$ cat src/rtl/pulse_gen_pkg.sv
// Shared types and constants for the compare pulse generator.
// Holds the state encoding and the default timebase width.
package pulse_gen_pkg;

  localparam int DEF_WIDTH = 16;

  typedef enum logic [1:0] {
    IDLE   = 2'd0,
    ARMED  = 2'd1,
    ACTIVE = 2'd2
  } state_e;

endpackage

$ cat src/rtl/counter_compare.sv
// Saturating cycle counter with a greater-or-equal compare.
// start loads 1 so the value equals cycles spent including the current one.
module counter_compare #(
  parameter int WIDTH = 16
) (
  input  logic             clk,
  input  logic             rst,
  input  logic             ena_i,
  input  logic             start_i,
  input  logic             inc_i,
  input  logic [WIDTH-1:0] lim_i,
  output logic             ge_o
);

  logic [WIDTH-1:0] cnt_q, cnt_d;

  // next count: load on start, otherwise count up and stick at all-ones
  always_comb begin
    cnt_d = cnt_q;
    if (start_i)
      cnt_d = WIDTH'(1);
    else if (inc_i && (cnt_q != '1))
      cnt_d = cnt_q + WIDTH'(1);
  end

  // count register
  always_ff @(posedge clk) begin
    if (rst)
      cnt_q <= '0;
    else if (ena_i)
      cnt_q <= cnt_d;
  end

  assign ge_o = (cnt_q >= lim_i);

endmodule

$ cat src/rtl/compare_pulse_gen.sv
// Compare-match pulse generator on a shared timebase, with ld shadowing.
// Define PULSE_GEN_MINW_EN to add minw_val, a minimum active width in cycles.
module compare_pulse_gen
  import pulse_gen_pkg::*;
#(
  parameter int WIDTH = DEF_WIDTH
) (
  input  logic             clk,
  input  logic             rst,
  input  logic             ena,
  input  logic [WIDTH-1:0] cnt,
  input  logic [WIDTH-1:0] on_val,
  input  logic [WIDTH-1:0] off_val,
`ifdef PULSE_GEN_MINW_EN
  input  logic [WIDTH-1:0] minw_val,
`endif
  input  logic             ld,
  input  logic             arm,
  input  logic             abort,
  input  logic             cont,
  input  logic             pol,
  output logic             pin,
  output logic             on_evt,
  output logic             off_evt,
  output logic             busy
);

  state_e           st_q, st_d;
  logic             act_q, act_d;
  logic             pin_q, pin_d;
  logic             onev_q, onev_d;
  logic             offev_q, offev_d;
  logic [WIDTH-1:0] sh_on_q, sh_on_d;
  logic [WIDTH-1:0] sh_off_q, sh_off_d;
  logic [WIDTH-1:0] a_on_q, a_on_d;
  logic [WIDTH-1:0] a_off_q, a_off_d;
  logic             pend_q, pend_d;
  logic             on_hit, off_hit, off_go, xfer;

  assign on_hit  = (cnt == a_on_q);
  assign off_hit = (cnt == a_off_q);

`ifdef PULSE_GEN_MINW_EN
  logic lat_q, lat_d;
  logic minw_ok;

  counter_compare #(.WIDTH(WIDTH)) u_minw (
    .clk     (clk),
    .rst     (rst),
    .ena_i   (ena),
    .start_i ((st_d == ACTIVE) && (st_q != ACTIVE)),
    .inc_i   (st_q == ACTIVE),
    .lim_i   (minw_val),
    .ge_o    (minw_ok)
  );

  assign off_go = (off_hit || lat_q) && minw_ok;

  // remember an off match until the minimum width has elapsed
  always_comb begin
    lat_d = lat_q;
    if ((st_q == ACTIVE) && off_hit)
      lat_d = 1'b1;
    if (st_d != ACTIVE)
      lat_d = 1'b0;
  end
`else
  assign off_go = off_hit;
`endif

  // state sequencing, events and compare-value shadowing
  always_comb begin
    st_d     = st_q;
    act_d    = act_q;
    onev_d   = 1'b0;
    offev_d  = 1'b0;
    sh_on_d  = sh_on_q;
    sh_off_d = sh_off_q;
    a_on_d   = a_on_q;
    a_off_d  = a_off_q;
    pend_d   = pend_q;
    if (abort) begin
      st_d    = IDLE;
      act_d   = 1'b0;
      offev_d = act_q;
    end else begin
      unique case (st_q)
        IDLE: begin
          if (arm)
            st_d = ARMED;
        end
        ARMED: begin
          if (on_hit) begin
            st_d   = ACTIVE;
            act_d  = 1'b1;
            onev_d = 1'b1;
          end
        end
        ACTIVE: begin
          if (off_go) begin
            st_d    = cont ? ARMED : IDLE;
            act_d   = 1'b0;
            offev_d = 1'b1;
          end
        end
        default: begin
          st_d  = IDLE;
          act_d = 1'b0;
        end
      endcase
    end
    xfer = pend_q &&
           ((st_q == IDLE) ||
            ((st_q == ACTIVE) && (st_d != ACTIVE)));
    if (ld) begin
      sh_on_d  = on_val;
      sh_off_d = off_val;
      pend_d   = 1'b1;
    end else if (xfer) begin
      a_on_d  = sh_on_q;
      a_off_d = sh_off_q;
      pend_d  = 1'b0;
    end
    pin_d = act_d ^ pol;
  end

  // state and output registers; reset drives pin to the inactive level
  always_ff @(posedge clk) begin
    if (rst) begin
      st_q     <= IDLE;
      act_q    <= 1'b0;
      pin_q    <= pol;
      onev_q   <= 1'b0;
      offev_q  <= 1'b0;
      sh_on_q  <= '0;
      sh_off_q <= '0;
      a_on_q   <= '0;
      a_off_q  <= '0;
      pend_q   <= 1'b0;
    end else if (ena) begin
      st_q     <= st_d;
      act_q    <= act_d;
      pin_q    <= pin_d;
      onev_q   <= onev_d;
      offev_q  <= offev_d;
      sh_on_q  <= sh_on_d;
      sh_off_q <= sh_off_d;
      a_on_q   <= a_on_d;
      a_off_q  <= a_off_d;
      pend_q   <= pend_d;
    end
  end

`ifdef PULSE_GEN_MINW_EN
  // off-match latch register
  always_ff @(posedge clk) begin
    if (rst)
      lat_q <= 1'b0;
    else if (ena)
      lat_q <= lat_d;
  end
`endif

  assign pin     = pin_q;
  assign on_evt  = onev_q;
  assign off_evt = offev_q;
  assign busy    = (st_q != IDLE);

endmodule

$ cat config.mk
export PLATFORM = sky130hd
export DESIGN_NAME = compare_pulse_gen
export DESIGN_NICKNAME = d
export VERILOG_FILES = /design/src/rtl/pulse_gen_pkg.sv /design/src/rtl/counter_compare.sv /design/src/rtl/compare_pulse_gen.sv
export SDC_FILE = /design/constraint.sdc
export NUM_CORES = 1
export LEC_CHECK = 0
export ABC_AREA = 1
export BUFFER_PORTS_ARGS = -buffer_cell sky130_fd_sc_hd__buf_2
export CAP_MARGIN = 15
export CORE_ASPECT_RATIO = 0.75
export CORE_UTILIZATION = 51
export DETAILED_ROUTE_END_ITERATION = 8
export GPL_TIMING_DRIVEN = 0
export PLACE_DENSITY = 0.81
export SYNTH_ARGS = -nofsm -noshare
export SYNTH_HDL_FRONTEND = slang
export SYNTH_SLANG_ARGS = --single-unit
$ cat constraint.sdc
create_clock -name clk -period 1.4 [get_ports clk]
set_input_delay 0.28 -clock clk [delete_from_list [all_inputs] [get_ports clk]]
set_output_delay 0.28 -clock clk [all_outputs]
set_load 0.03 [all_outputs]
* Word level (Yosys, flattened, before mapping)
Cells that the tools add are included.
Operators by class: eq/ne operators 5, reduce and logical (&&, ||, !) cells 10, bitwise operators 2, multiplexer cells 20
Operator list (number):
- 16-bit equality test | 2
- 1-bit two-way mux | 14
- 2-bit two-way mux | 4
- 2-bit one-hot mux with 3 select lines | 1
- 2-bit nonzero test | 3
- 2-bit AND reduction | 2
- 1-bit one-hot mux with 3 select lines | 1
- 3-bit AND reduction | 1
- 2-bit by 1-bit equality test with 1-bit output (second input constant) | 1
- 2-bit equality test (second input constant) | 1
- 1-bit logical AND | 2
- 2-bit zero test | 1
- 2-bit != test (second input constant) | 1
- 1-bit logical OR | 1
- 1-bit inverter | 1
- 1-bit XOR | 1
Word-level totals: bits in registers 71, output and inout port bits 4

* Depth between registers and ports, before layout
depth after elaboration 10, gate-level depth with buffers 13, mapped depth without buffers 12

* Least setup slack after synthesis
Ideal clock, no wire load.
path type flip-flop to flip-flop, start reg a_off_q[10], end reg a_off_q[0], arrival 1.295 ns, setup time 0.110 ns, clock period less this slack 1.405 ns, setup slack -0.005 ns, buffers on the path 1, stages on the path, launching flop included 13, required time 1.290 ns, cell sequence dfxtp_1 -> inv_1 -> nand2_1 -> nand2_1 -> nor2_1 -> nand2_1 -> nor2_2 -> nand2_1 -> nand4_4 -> buf_2 -> nand4_1 -> nand2_1 -> nor2_1
On the way: word-level cells in the longest chain between the ends 9
RTL lines:
- start: declaration | line compare_pulse_gen.sv:36 | logic [WIDTH-1:0] a_off_q, a_off_d;
- start signal: assignment | line compare_pulse_gen.sv:149 | a_off_q <= a_off_d;
- 16-bit equality test | line compare_pulse_gen.sv:41 | assign off_hit = (cnt == a_off_q);
- 2-bit two-way mux | line compare_pulse_gen.sv:100 | if (off_go) begin
- 2-bit one-hot mux with 3 select lines | line compare_pulse_gen.sv:87 | unique case (st_q)
- 2-bit two-way mux | line compare_pulse_gen.sv:82 | if (abort) begin
- 2-bit != test | line compare_pulse_gen.sv:114 | ((st_q == ACTIVE) && (st_d != ACTIVE)));
- 1-bit logical AND | line compare_pulse_gen.sv:114
- 1-bit logical OR | line compare_pulse_gen.sv:113 | ((st_q == IDLE) ||
- 1-bit logical AND | line compare_pulse_gen.sv:112 | xfer = pend_q &&
- 3-bit AND reduction (no source line)
Every way passes these cells. A chain may end at the register's enable or synchronous reset.

* Worst setup path after layout
start reg a_off_q[12], end reg a_off_q[12]
Same word-level chain as after synthesis.

==> results.sh <==
export IMPL_num_nets_final=675
export IMPL_fin_worst_skew_ps=12.1
export IMPL_drv_slew=0
export IMPL_final_area_sq_um=4370
export IMPL_p_leak_nw=2.09
export IMPL_synth_top_area_share_pct=39.7
export IMPL_antenna_left=0
export IMPL_status="complete, but fails checks"
export IMPL_synth_area_leaders="dfxtp_1 (40%), nand2_1 (14%), inv_1 (13%), nand4_1 (6.0%), nor2_1 (6.0%)"
export IMPL_crit_arrival_ps=2020
export IMPL_area_growth_pct=23.7
export IMPL_cts_buffer_depth=2
export IMPL_period_needed_ps=1740
export IMPL_holdWs_ps=166
export IMPL_path_class="flip-flop to flip-flop"
export IMPL_dr_pass1_iters=7
export IMPL_viasPerCell=4.85
export IMPL_grtUsageTotal_pct=24.7
export IMPL_cap_violations=0
export IMPL_rsz0062_at_grt="true"
export IMPL_critPathMaxFanout=7
export IMPL_post_synth_num_cell_types=20
export IMPL_start_util_pct=54.3
export IMPL_pre_cts_ws_ps=-473
export IMPL_final_common_cell="nand2_1"
export IMPL_cp_end_kind="flip-flop"
export IMPL_hold_class="input port to flip-flop"
export IMPL_cp_required_ps=1680
export IMPL_finalCritPeriodShare_pct=124
export IMPL_worst_slack_ps=-341
export IMPL_die_h_um=74.1
export IMPL_grt_overflow=0
export IMPL_setup_worst_path_start_class="flip-flop"
export IMPL_power_density_nw_per_um2=992
export IMPL_cts_tree="built"
export IMPL_grt_pass1_vias=3112
export IMPL_setup_violations=36
export IMPL_avgSynthCellArea_sq_um=6.53
export IMPL_hold_buffers=0
export IMPL_rows=25
export IMPL_gp_congestion=0.853
export IMPL_drive_above_1_share_pct=24.8
export IMPL_fp_coreArea_sq_um=6510
export IMPL_synth_area_sq_um=3530
export IMPL_clk_pin_slew_ps=70
export IMPL_numClockSinks=71
export IMPL_antenna_found_initial=0
export IMPL_vias=3418
export IMPL_relSlewSlack_pct=69.6
export IMPL_io_pin_count=60
export IMPL_grt_start_max_net_pins=13
export IMPL_drc_errors=2
export IMPL_drtIter0Drc=182
export IMPL_insertion_delay_ps=350
export IMPL_n_antenna_cell=0
export IMPL_portBuffers=59
export IMPL_numCtsBuffers=9
export IMPL_totalWireLength_um=8660
export IMPL_ys_ff_latch=71
export IMPL_dp_final_hpwl_um=6170
export IMPL_wl_per_cell_um=12.3
export IMPL_grt_pass1_wl_um=13800
export IMPL_p_total_mw=4.34
export IMPL_worst_pin_slew_ps=456
export IMPL_ys_seq_area_share_pct=40.5
export IMPL_synth_warnings=0
export IMPL_cts_root_buf="clkbuf_8"
export IMPL_final_setup_tns_ps=-10100
export IMPL_max_freq_mhz=575
export IMPL_vdd_ir_drop_max_v=0.000657
export IMPL_h_tree_depth=3
export IMPL_layout_common_cells="nand2_1 (110), inv_1 (105), dfxtp_1 (61), buf_2 (59), nor2_1 (44)"
export IMPL_die_area_sq_um=7260
export IMPL_hold_viol_final=0
export IMPL_syn_nets=597
export IMPL_syn_inst=541
export IMPL_violations="DRC, setup timing"
export IMPL_placed_area_sq_um=3940
export IMPL_die_w_um=98.1
export IMPL_yosysTopAreaCell="dfxtp_1"
## power by group
group | leakage (nW) | total, mW | switching, mW | internal (mW)
Clock | 0.0904 | 1.57 | 0.755 | 0.819
Sequential | 0.587 | 2.16 | 0.0356 | 2.12
Combinational | 1.41 | 0.604 | 0.377 | 0.227
Total | 2.09 | 4.34 | 1.17 | 3.17
## cells in the mapped netlist
master    instances
nand4_1          34
dfxtp_1          70
nand3_1           6
clkinv_1          1
nand3_4           1
o211ai_1          1
nor2_1           56
a21oi_1          34
inv_1           121
clkbuf_1         19
a211oi_1          1
buf_6             3
nor2_2            2
xnor2_1           4
o21ai_0          36
xor2_1           13
nand2_1         134
nand4_4           1
buf_2             3
edfxtp_1          1
## worst max-delay path: stages (launching register included)
cell and delay [ps]:
dfxtp_2 340, inv_2 40, nand2_1 50, nand2_1 60, nor2_2 140, nand2_2 100, nor2_4 150, nand2_2 100
nand4_4 140, nand3_4 160, buf_6 200, nand2_2 70, inv_2 40, nor2_2 100
## final cells by class
class | instances | area [sq um]
clock inverters | 4 | 47.5
clock buffers | 12 | 135
flip-flops and latches | 71 | 1440
plain buffers | 25 | 133
multi-input cells | 323 | 1670
inverters | 122 | 458
well taps | 81 | 101
fillers | 565 | 2140
repair buffers | 67 | 384
## metrics by stage
stage,cells,utilization [%]
CTS,700,64.5
global placement,681,60.5
global route,705,67.2
floorplan,541,-
detailed placement,681,60.5
finish,705,67.2
## timing repair
action,4_1_cts,5_1_grt
endpoints found under the hold margin,0,0
pin swaps,20,21
buffers inserted,2,4
resized for setup,23,57
cloned,1,1
setup endpoints to repair,38,56
## routing by layer
layer	wire length, um	share of wire (%)	track usage [%]	vias up
met2	4070	47	42.5	84
met4	121	1.4	6.90	0
li1	-	-	-	1796
met5	0	0	0	-
met1	4040	47	31.0	1525
met3	426	4.9	6.86	13
## sequential cells by signal, summed over array words and instances, names as in the netlist
signal    count
act_q         1
pin           1
sh_on_q      16
a_off_q      16
on_evt        1
pend_q        1
sh_off_q     16
st_q          2
off_evt       1
a_on_q       16
## final timing paths
kind | start | to | slack, ps | depth (start not counted)
worst max-delay path | a_off_q[12] | a_off_q[12] | -340 | 13
worst min-delay path | rst | pend_q | 170 | 2
worst max register to register | a_off_q[12] | a_off_q[12] | -340 | 13
worst min register to register | sh_off_q[2] | sh_off_q[2] | 460 | 2
## cell families after synthesis
logic type             after synthesis  synth area share [%]
AO/OA/AOI/OAI                       72                  10.3
buffers and inverters              147                  16.4
AND/OR/NAND/NOR                    234                  28.5
flip-flops                          71                  40.5
XOR/XNOR                            17                  4.22
No activity file was read; power rests on OpenSTA's default activity.
